## config.mk

```make
export PLATFORM = sky130hd
export DESIGN_NAME = rr_grant_collector_flat
export DESIGN_NICKNAME = d
export VERILOG_FILES = /design/src/rtl/rr_arb_pkg.sv /design/src/rtl/rr_grant_collector_if.sv /design/src/rtl/rr_fifo2.sv /design/src/rtl/rr_grant_collector.sv /design/src/flat_wrapper.sv
export SDC_FILE = /design/constraint.sdc
export NUM_CORES = 1
export LEC_CHECK = 0
export BUFFER_PORTS_ARGS = -buffer_cell sky130_fd_sc_hd__buf_2
export CORE_MARGIN = 4
export CORE_UTILIZATION = 30
export CTS_CLUSTER_SIZE = 10
export DETAILED_ROUTE_END_ITERATION = 16
export HOLD_SLACK_MARGIN = 0.05
export PLACE_DENSITY = 0.53
export RECOVER_POWER = 25
export SYNTH_ARGS = -nofsm -noshare
export SYNTH_HDL_FRONTEND = slang
export SYNTH_HIERARCHICAL = 1
export SYNTH_SLANG_ARGS = --single-unit
```

## constraint.sdc

```tcl
create_clock -name clk -period 2.75 [get_ports clk]
set_clock_uncertainty 0.1 [all_clocks]
set_input_delay 0.275 -clock clk [delete_from_list [all_inputs] [get_ports clk]]
set_output_delay 0.275 -clock clk [all_outputs]
set_load 0.005 [all_outputs]
```

## src/rtl/rr_arb_pkg.sv

```systemverilog
// rr_arb_pkg: grant types and helpers shared by the round-robin arbiter and its collector.
// The helpers take a 16-bit grant so any REQS in 2..16 can use them after zero-extension.
package rr_arb_pkg;
    localparam int REQS = 4;
    localparam int MAX_REQS = 16;
    typedef logic [REQS-1:0] grant_t;
    typedef logic [$clog2(REQS)-1:0] src_t;
    typedef logic [MAX_REQS-1:0] grant_max_t;
    typedef logic [$clog2(MAX_REQS)-1:0] src_max_t;
    function automatic src_max_t onehot_to_idx(grant_max_t g);
        src_max_t idx = '0;
        for (int i = 0; i < MAX_REQS; i++) idx |= g[i] ? src_max_t'(i) : '0;
        return idx;
    endfunction
    function automatic logic is_onehot(grant_max_t g);
        return g != '0 && (g & (g - grant_max_t'(1))) == '0;
    endfunction
endpackage

```

## src/rtl/rr_grant_collector_if.sv

```systemverilog
// rr_grant_collector_if: grant/payload inputs from the arbiter side and the queued output stream.
interface rr_grant_collector_if #(
    parameter int REQS = rr_arb_pkg::REQS,
    parameter int DW = 8,
    parameter int SW = $clog2(REQS)
);
    logic [REQS-1:0] grants_i;
    logic any_grant_i;
    logic [REQS*DW-1:0] payload_i;
    logic [REQS-1:0] ack_o;
    logic out_valid_o;
    logic out_ready_i;
    logic [DW-1:0] out_data_o;
    logic [SW-1:0] out_src_o;
    logic grant_err_o;
    logic [1:0] count_o;
    modport slave (
        input grants_i, any_grant_i, payload_i, out_ready_i,
        output ack_o, out_valid_o, out_data_o, out_src_o, grant_err_o, count_o
    );
    modport master (
        output grants_i, any_grant_i, payload_i, out_ready_i,
        input ack_o, out_valid_o, out_data_o, out_src_o, grant_err_o, count_o
    );
endinterface

```

## src/rtl/rr_fifo2.sv

```systemverilog
// rr_fifo2: two-entry FIFO; a push while full is dropped even if a pop happens the same cycle.
// The head is held in its own register so it keeps the last value once the FIFO drains.
module rr_fifo2 #(
    parameter int W = 8
) (
    input  logic         clk,
    input  logic         rst,
    input  logic         push_i,
    input  logic         pop_i,
    input  logic [W-1:0] din_i,
    output logic [W-1:0] dout_o,
    output logic         valid_o,
    output logic [1:0]   count_o
);
    logic [W-1:0] mem_q [2];
    logic [W-1:0] mem_d [2];
    logic [W-1:0] dout_q, dout_d;
    logic rptr_q, rptr_d, wptr_q, wptr_d;
    logic [1:0] count_q, count_d;
    logic do_push, do_pop;
    always_comb begin
        do_push = push_i && count_q != 2'd2;
        do_pop = pop_i && count_q != 2'd0;
        mem_d = mem_q;
        if (do_push) mem_d[wptr_q] = din_i;
        wptr_d = wptr_q ^ do_push;
        rptr_d = rptr_q ^ do_pop;
        count_d = count_q + {1'b0, do_push} - {1'b0, do_pop};
        dout_d = count_d != 2'd0 ? mem_d[rptr_d] : dout_q;
    end
    always_ff @(posedge clk) begin
        if (rst) begin
            mem_q <= '{default: '0};
            dout_q <= '0;
            rptr_q <= 1'b0;
            wptr_q <= 1'b0;
            count_q <= 2'd0;
        end else begin
            mem_q <= mem_d;
            dout_q <= dout_d;
            rptr_q <= rptr_d;
            wptr_q <= wptr_d;
            count_q <= count_d;
        end
    end
    assign dout_o = dout_q;
    assign valid_o = count_q != 2'd0;
    assign count_o = count_q;
endmodule

```

## src/rtl/rr_grant_collector.sv

```systemverilog
// rr_grant_collector: checks arbiter grants, acks and queues the winner's payload with its index.
module rr_grant_collector import rr_arb_pkg::*; #(
    parameter int REQS = rr_arb_pkg::REQS,
    parameter int DW = 8
) (
    input logic clk,
    input logic rst,
    rr_grant_collector_if.slave bus
);
    localparam int SW = $clog2(REQS);
    grant_max_t g_ext;
    logic [SW-1:0] idx;
    logic legal, illegal, push, err_q, err_d;
    logic [DW+SW-1:0] head;
    logic [1:0] count;
    always_comb begin
        g_ext = grant_max_t'(bus.grants_i);
        legal = bus.any_grant_i && is_onehot(g_ext);
        illegal = bus.any_grant_i ? !legal : g_ext != '0;
        idx = SW'(onehot_to_idx(g_ext));
        // acceptance looks only at the registered occupancy, never at out_ready_i
        push = legal && count != 2'd2 && !rst;
        err_d = err_q || illegal;
    end
    always_ff @(posedge clk) begin
        if (rst) err_q <= 1'b0;
        else err_q <= err_d;
    end
    rr_fifo2 #(.W(DW + SW)) u_fifo (
        .clk(clk),
        .rst(rst),
        .push_i(push),
        .pop_i(bus.out_valid_o && bus.out_ready_i),
        .din_i({bus.payload_i[int'(idx)*DW +: DW], idx}),
        .dout_o(head),
        .valid_o(bus.out_valid_o),
        .count_o(count)
    );
    assign bus.ack_o = push ? bus.grants_i : '0;
    assign bus.out_data_o = head[DW+SW-1:SW];
    assign bus.out_src_o = head[SW-1:0];
    assign bus.grant_err_o = err_q;
    assign bus.count_o = count;
endmodule

```

## src/flat_wrapper.sv

```systemverilog
// flat-port wrapper written by rule: the top's interface ports become plain ports
module rr_grant_collector_flat import rr_arb_pkg::*;
#(
    parameter int REQS = rr_arb_pkg::REQS,
    parameter int DW = 8
)
  (clk, rst, bus_grants_i, bus_any_grant_i, bus_payload_i, bus_out_ready_i, bus_ack_o, bus_out_valid_o, bus_out_data_o, bus_out_src_o, bus_grant_err_o, bus_count_o);
  rr_grant_collector_if #(.REQS(REQS), .DW(DW)) bus_i ();
  input logic clk;
  input logic rst;
  input wire logic [$bits(bus_i.grants_i)-1:0] bus_grants_i;
  input wire logic [$bits(bus_i.any_grant_i)-1:0] bus_any_grant_i;
  input wire logic [$bits(bus_i.payload_i)-1:0] bus_payload_i;
  input wire logic [$bits(bus_i.out_ready_i)-1:0] bus_out_ready_i;
  output wire logic [$bits(bus_i.ack_o)-1:0] bus_ack_o;
  output wire logic [$bits(bus_i.out_valid_o)-1:0] bus_out_valid_o;
  output wire logic [$bits(bus_i.out_data_o)-1:0] bus_out_data_o;
  output wire logic [$bits(bus_i.out_src_o)-1:0] bus_out_src_o;
  output wire logic [$bits(bus_i.grant_err_o)-1:0] bus_grant_err_o;
  output wire logic [$bits(bus_i.count_o)-1:0] bus_count_o;
  assign bus_i.grants_i = bus_grants_i;
  assign bus_i.any_grant_i = bus_any_grant_i;
  assign bus_i.payload_i = bus_payload_i;
  assign bus_i.out_ready_i = bus_out_ready_i;
  assign bus_ack_o = bus_i.ack_o;
  assign bus_out_valid_o = bus_i.out_valid_o;
  assign bus_out_data_o = bus_i.out_data_o;
  assign bus_out_src_o = bus_i.out_src_o;
  assign bus_grant_err_o = bus_i.grant_err_o;
  assign bus_count_o = bus_i.count_o;
  rr_grant_collector #(.REQS(REQS), .DW(DW)) u_core (.clk(clk), .rst(rst), .bus(bus_i));
endmodule
```

==> summary.md <==
| Metric | Value |
|---|---|
| First-pass GRT wire length | `8010 microns` |
| Peak supply drop | `0.173 mV` |
| Drt total wl | `4570 microns` |
| H-tree depth | `2` |
| Commonest non-fill, non-tap cell in the layout | `buf_2` |
| PortBufs | `57` |
| Wirelength per Cell | `12.4 microns` |
| Setup ws final | `0.247 ns` |
| R2R setup slack | `0.25 ns` |
| Static Leak | `1.05 nW` |
| CTS Root Cell | `clkbuf_8` |
| Post-Syn Area | `2030 sq um` |
| Max-cap violations | `0` |
| Via density | `4.71` |
| Area Overhead vs Synth | `21.9%` |
| Clock buffer count from CTS | `5` |
| Clk buf depth | `2` |
| Largest net degree at the start of global routing | `28` |
| Clk slew on worst S/H paths | `0.07 ns` |
| Flops & latches, synth | `35` |
| HPWL Detailed | `3560 microns` |
| Fin. Hold Viols | `0` |
| RSZ-0062 raised after global routing | `no` |
| Worst skew pair latency | `0.28 ns` |
| PD cells | `431 nW/um^2` |
| Footprint of the multi-input gates | `1200 sq um` |
| Core area | `6460 sq um` |
| IO Count | `58` |
| DRT Pass-1 Iters | `5` |
| Syn avg cell area | `8.67 sq um` |
| Endpoints failing setup | `0` |
| Register cell area after layout | `701 sq um` |
| Overflow after GRT | `0` |
| RePlAce Congestion | `0.724` |
| Area of placed instances | `2370 sq um` |
| Die span in y | `90.2 microns` |
| Fillers | `698` |
| # rows | `29` |
| Most frequent cells in the layout | `buf_2 (48), dfxtp_1 (35), a21oi_1 (30), nor2_1 (24), a211oi_1 (20)` |
| Tightest Hold Check Type | `in -> reg` |
| Post-Syn Nets | `276` |
| Comb power frac | `16.2%` |
| Sequential area share after synthesis | `34.5%` |
| Synth unique cells | `39` |
| Crit path largest cell delay | `0.36 ns` |
| Ys Warns | `6` |
| Diodes inserted | `0` |
| Nets | `333` |
| Pre-CTS setup slack | `0.0175 ns` |
| Outcome | `finished, final reports clean` |
| GRT Util Overall | `11.7%` |
| Worst-Margin Slew | `1.29 ns` |
| Layout cell share with drive strength beyond 1 | `29.9%` |
| Setup TNS | `0 ns` |
| Relative slew slack | `13.8%` |
| TritonCTS Sinks | `35` |
| Initial DRC count | `72` |
| Period utilisation layout | `91.0%` |
| WS Path Type | `reg -> reg` |
| Sw Pwr | `271 uW` |
| Sw Share | `25.4%` |
| Buffers and inverters on the worst path | `3` |
| Post-Syn Instances | `234` |
| Routed Antenna Nets | `0` |
| Die Wd | `90.2 microns` |
| Clock share of power | `34.7%` |
| Startpoint types | `register` |
| Starting density of the core | `31.4%` |
| Design area | `2470 sq um` |
| Vias | `1733` |
| Sequential share of power | `49.1%` |
| Cell Chain, Critical Path | `or2_2 -> and2_1 -> o21ai_2 -> inv_1 -> ha_1 -> inv_1 -> ha_1 -> xor3_2 -> nor3_4 -> buf_12 -> nand2_1 -> o31ai_1` |
| Final hold slack | `0.279 ns` |
| Vias in the first global route | `1668` |
| Die footprint | `8140 sq um` |
| Fin crit period | `2.50 ns` |
| Top Family by Delay on Critical Path | `simple AND/OR/NAND/NOR gates` |
| Slowest-stage cell, CP | `dfxtp_1` |
| Critical Path RT | `2.83 ns` |
| Final Max Slew Viols | `0` |
| Int Pwr | `795 uW` |
| DRC viols | `0` |
| CTS tree | `built` |
| Initial antenna violation count | `0` |
| Crit path max fanout | `10` |
| CP Capture Type | `register` |
| Fmax | `0.400 GHz` |
| Crit path arrival time | `2.59 ns` |
-- cells in the mapped netlist (all sizes together) --
| master | count | area, sq um |
|---|---|---|
| a211oi | 28 | 250 |
| a21boi | 10 | 75.1 |
| a21oi | 32 | 164 |
| and2 | 3 | 18.8 |
| and3 | 10 | 62.6 |
| buf | 8 | 63.8 |
| clkbuf | 9 | 33.8 |
| dfxtp | 35 | 701 |
| ha | 2 | 25.0 |
| inv | 6 | 22.5 |
| mux2i | 8 | 80.1 |
| nand2 | 14 | 52.6 |
| nand2b | 2 | 12.5 |
| nand3b | 2 | 15.0 |
| nor2 | 25 | 109 |
| nor2b | 13 | 83.8 |
| nor3 | 1 | 16.3 |
| nor3b | 1 | 7.51 |
| nor4 | 1 | 12.5 |
| nor4b | 1 | 15.0 |
| o211ai | 1 | 7.51 |
| o21a | 1 | 7.51 |
| o21ai | 3 | 18.8 |
| o21bai | 1 | 18.8 |
| o31ai | 10 | 75.1 |
| or2 | 2 | 12.5 |
| xnor2 | 1 | 16.3 |
| xor2 | 3 | 26.3 |
| xor3 | 1 | 25.0 |
-- worst min-delay path, cell delays in order --
cell,delay (ns)
buf_2,0.12
o211ai_1,0.09
o21ai_1,0.07
a21oi_1,0.06
-- power by group through the flow --
| stage | Combinational (mW) | Clock (mW) | Sequential, mW |
|---|---|---|---|
| floorplan | 0.114 | 0 | 0.534 |
| global placement | 0.169 | 0 | 0.535 |
| detailed placement | 0.169 | 0 | 0.535 |
| CTS | 0.170 | 0.392 | 0.523 |
| global route | 0.195 | 0.412 | 0.525 |
| finish | 0.173 | 0.370 | 0.523 |
-- metal layers --
layer  GRT usage, %  vias up  share of wire, %
li1               -      960                 -
met1           17.0      711                53
met2           16.3       58                40
met3           3.09        4               5.7
met4           4.59        0               1.1
met5              0        -                 0
-- final timing paths --
kind                                                from                       to  depth (start not counted)
worst max-delay path            u_core/u_fifo/count_o[1]  u_core/u_fifo/dout_o[1]                         12
worst min register to register    u_core/bus.grant_err_o   u_core/bus.grant_err_o                          2
worst max register to register  u_core/u_fifo/count_o[1]  u_core/u_fifo/dout_o[1]                         12
worst min-delay path                     bus_any_grant_i   u_core/bus.grant_err_o                          4
-- cell families (layout without fill, tap and decap cells) --
family | after synthesis | count (layout) | synth area share [%]
compound gates | 86 | 86 | 30.4
flops | 35 | 35 | 34.5
xor+xnor | 5 | 5 | 3.33
fa+ha+maj | 2 | 2 | 1.23
simple gates | 75 | 75 | 20.6
mux | 8 | 8 | 3.95
buf+inv | 23 | 80 | 5.92
-- sequential cells by signal, indices dropped and copies added, names as in the netlist --
| name | cells |
|---|---|
| u_core/u_fifo/dout_o | 10 |
| u_core/bus.grant_err_o | 1 |
| u_core/u_fifo/mem_q | 20 |
| u_core/u_fifo/wptr_q | 1 |
| u_core/u_fifo/rptr_q | 1 |
| u_core/u_fifo/count_o | 2 |
-- what timing repair did --
item	in CTS	in global routing
endpoints found under the hold margin	0	0
resized for setup	0	1
hold buffers	0	0
endpoints found under the setup margin	0	10
buffers inserted	0	2
-- final cells by class --
type,instances,share of cell area (%)
clock buffers,6,3.34
inverters,6,0.911
multi-input cells,176,48.7
repair buffers,67,14.6
flip-flops and latches,35,28.3
clock inverters,1,0.202
well taps,77,3.90
-- through the flow --
stage	std cells	total power [mW]	util [%]
6_report	368	1.07	38.3
5_1_grt	368	1.13	38.3
4_1_cts	366	1.08	38.1
3_5_place_dp	359	0.704	36.7
3_3_place_gp	359	0.703	36.7
2_1_floorplan	234	0.649	-
No activity file was read; power rests on OpenSTA's default activity.
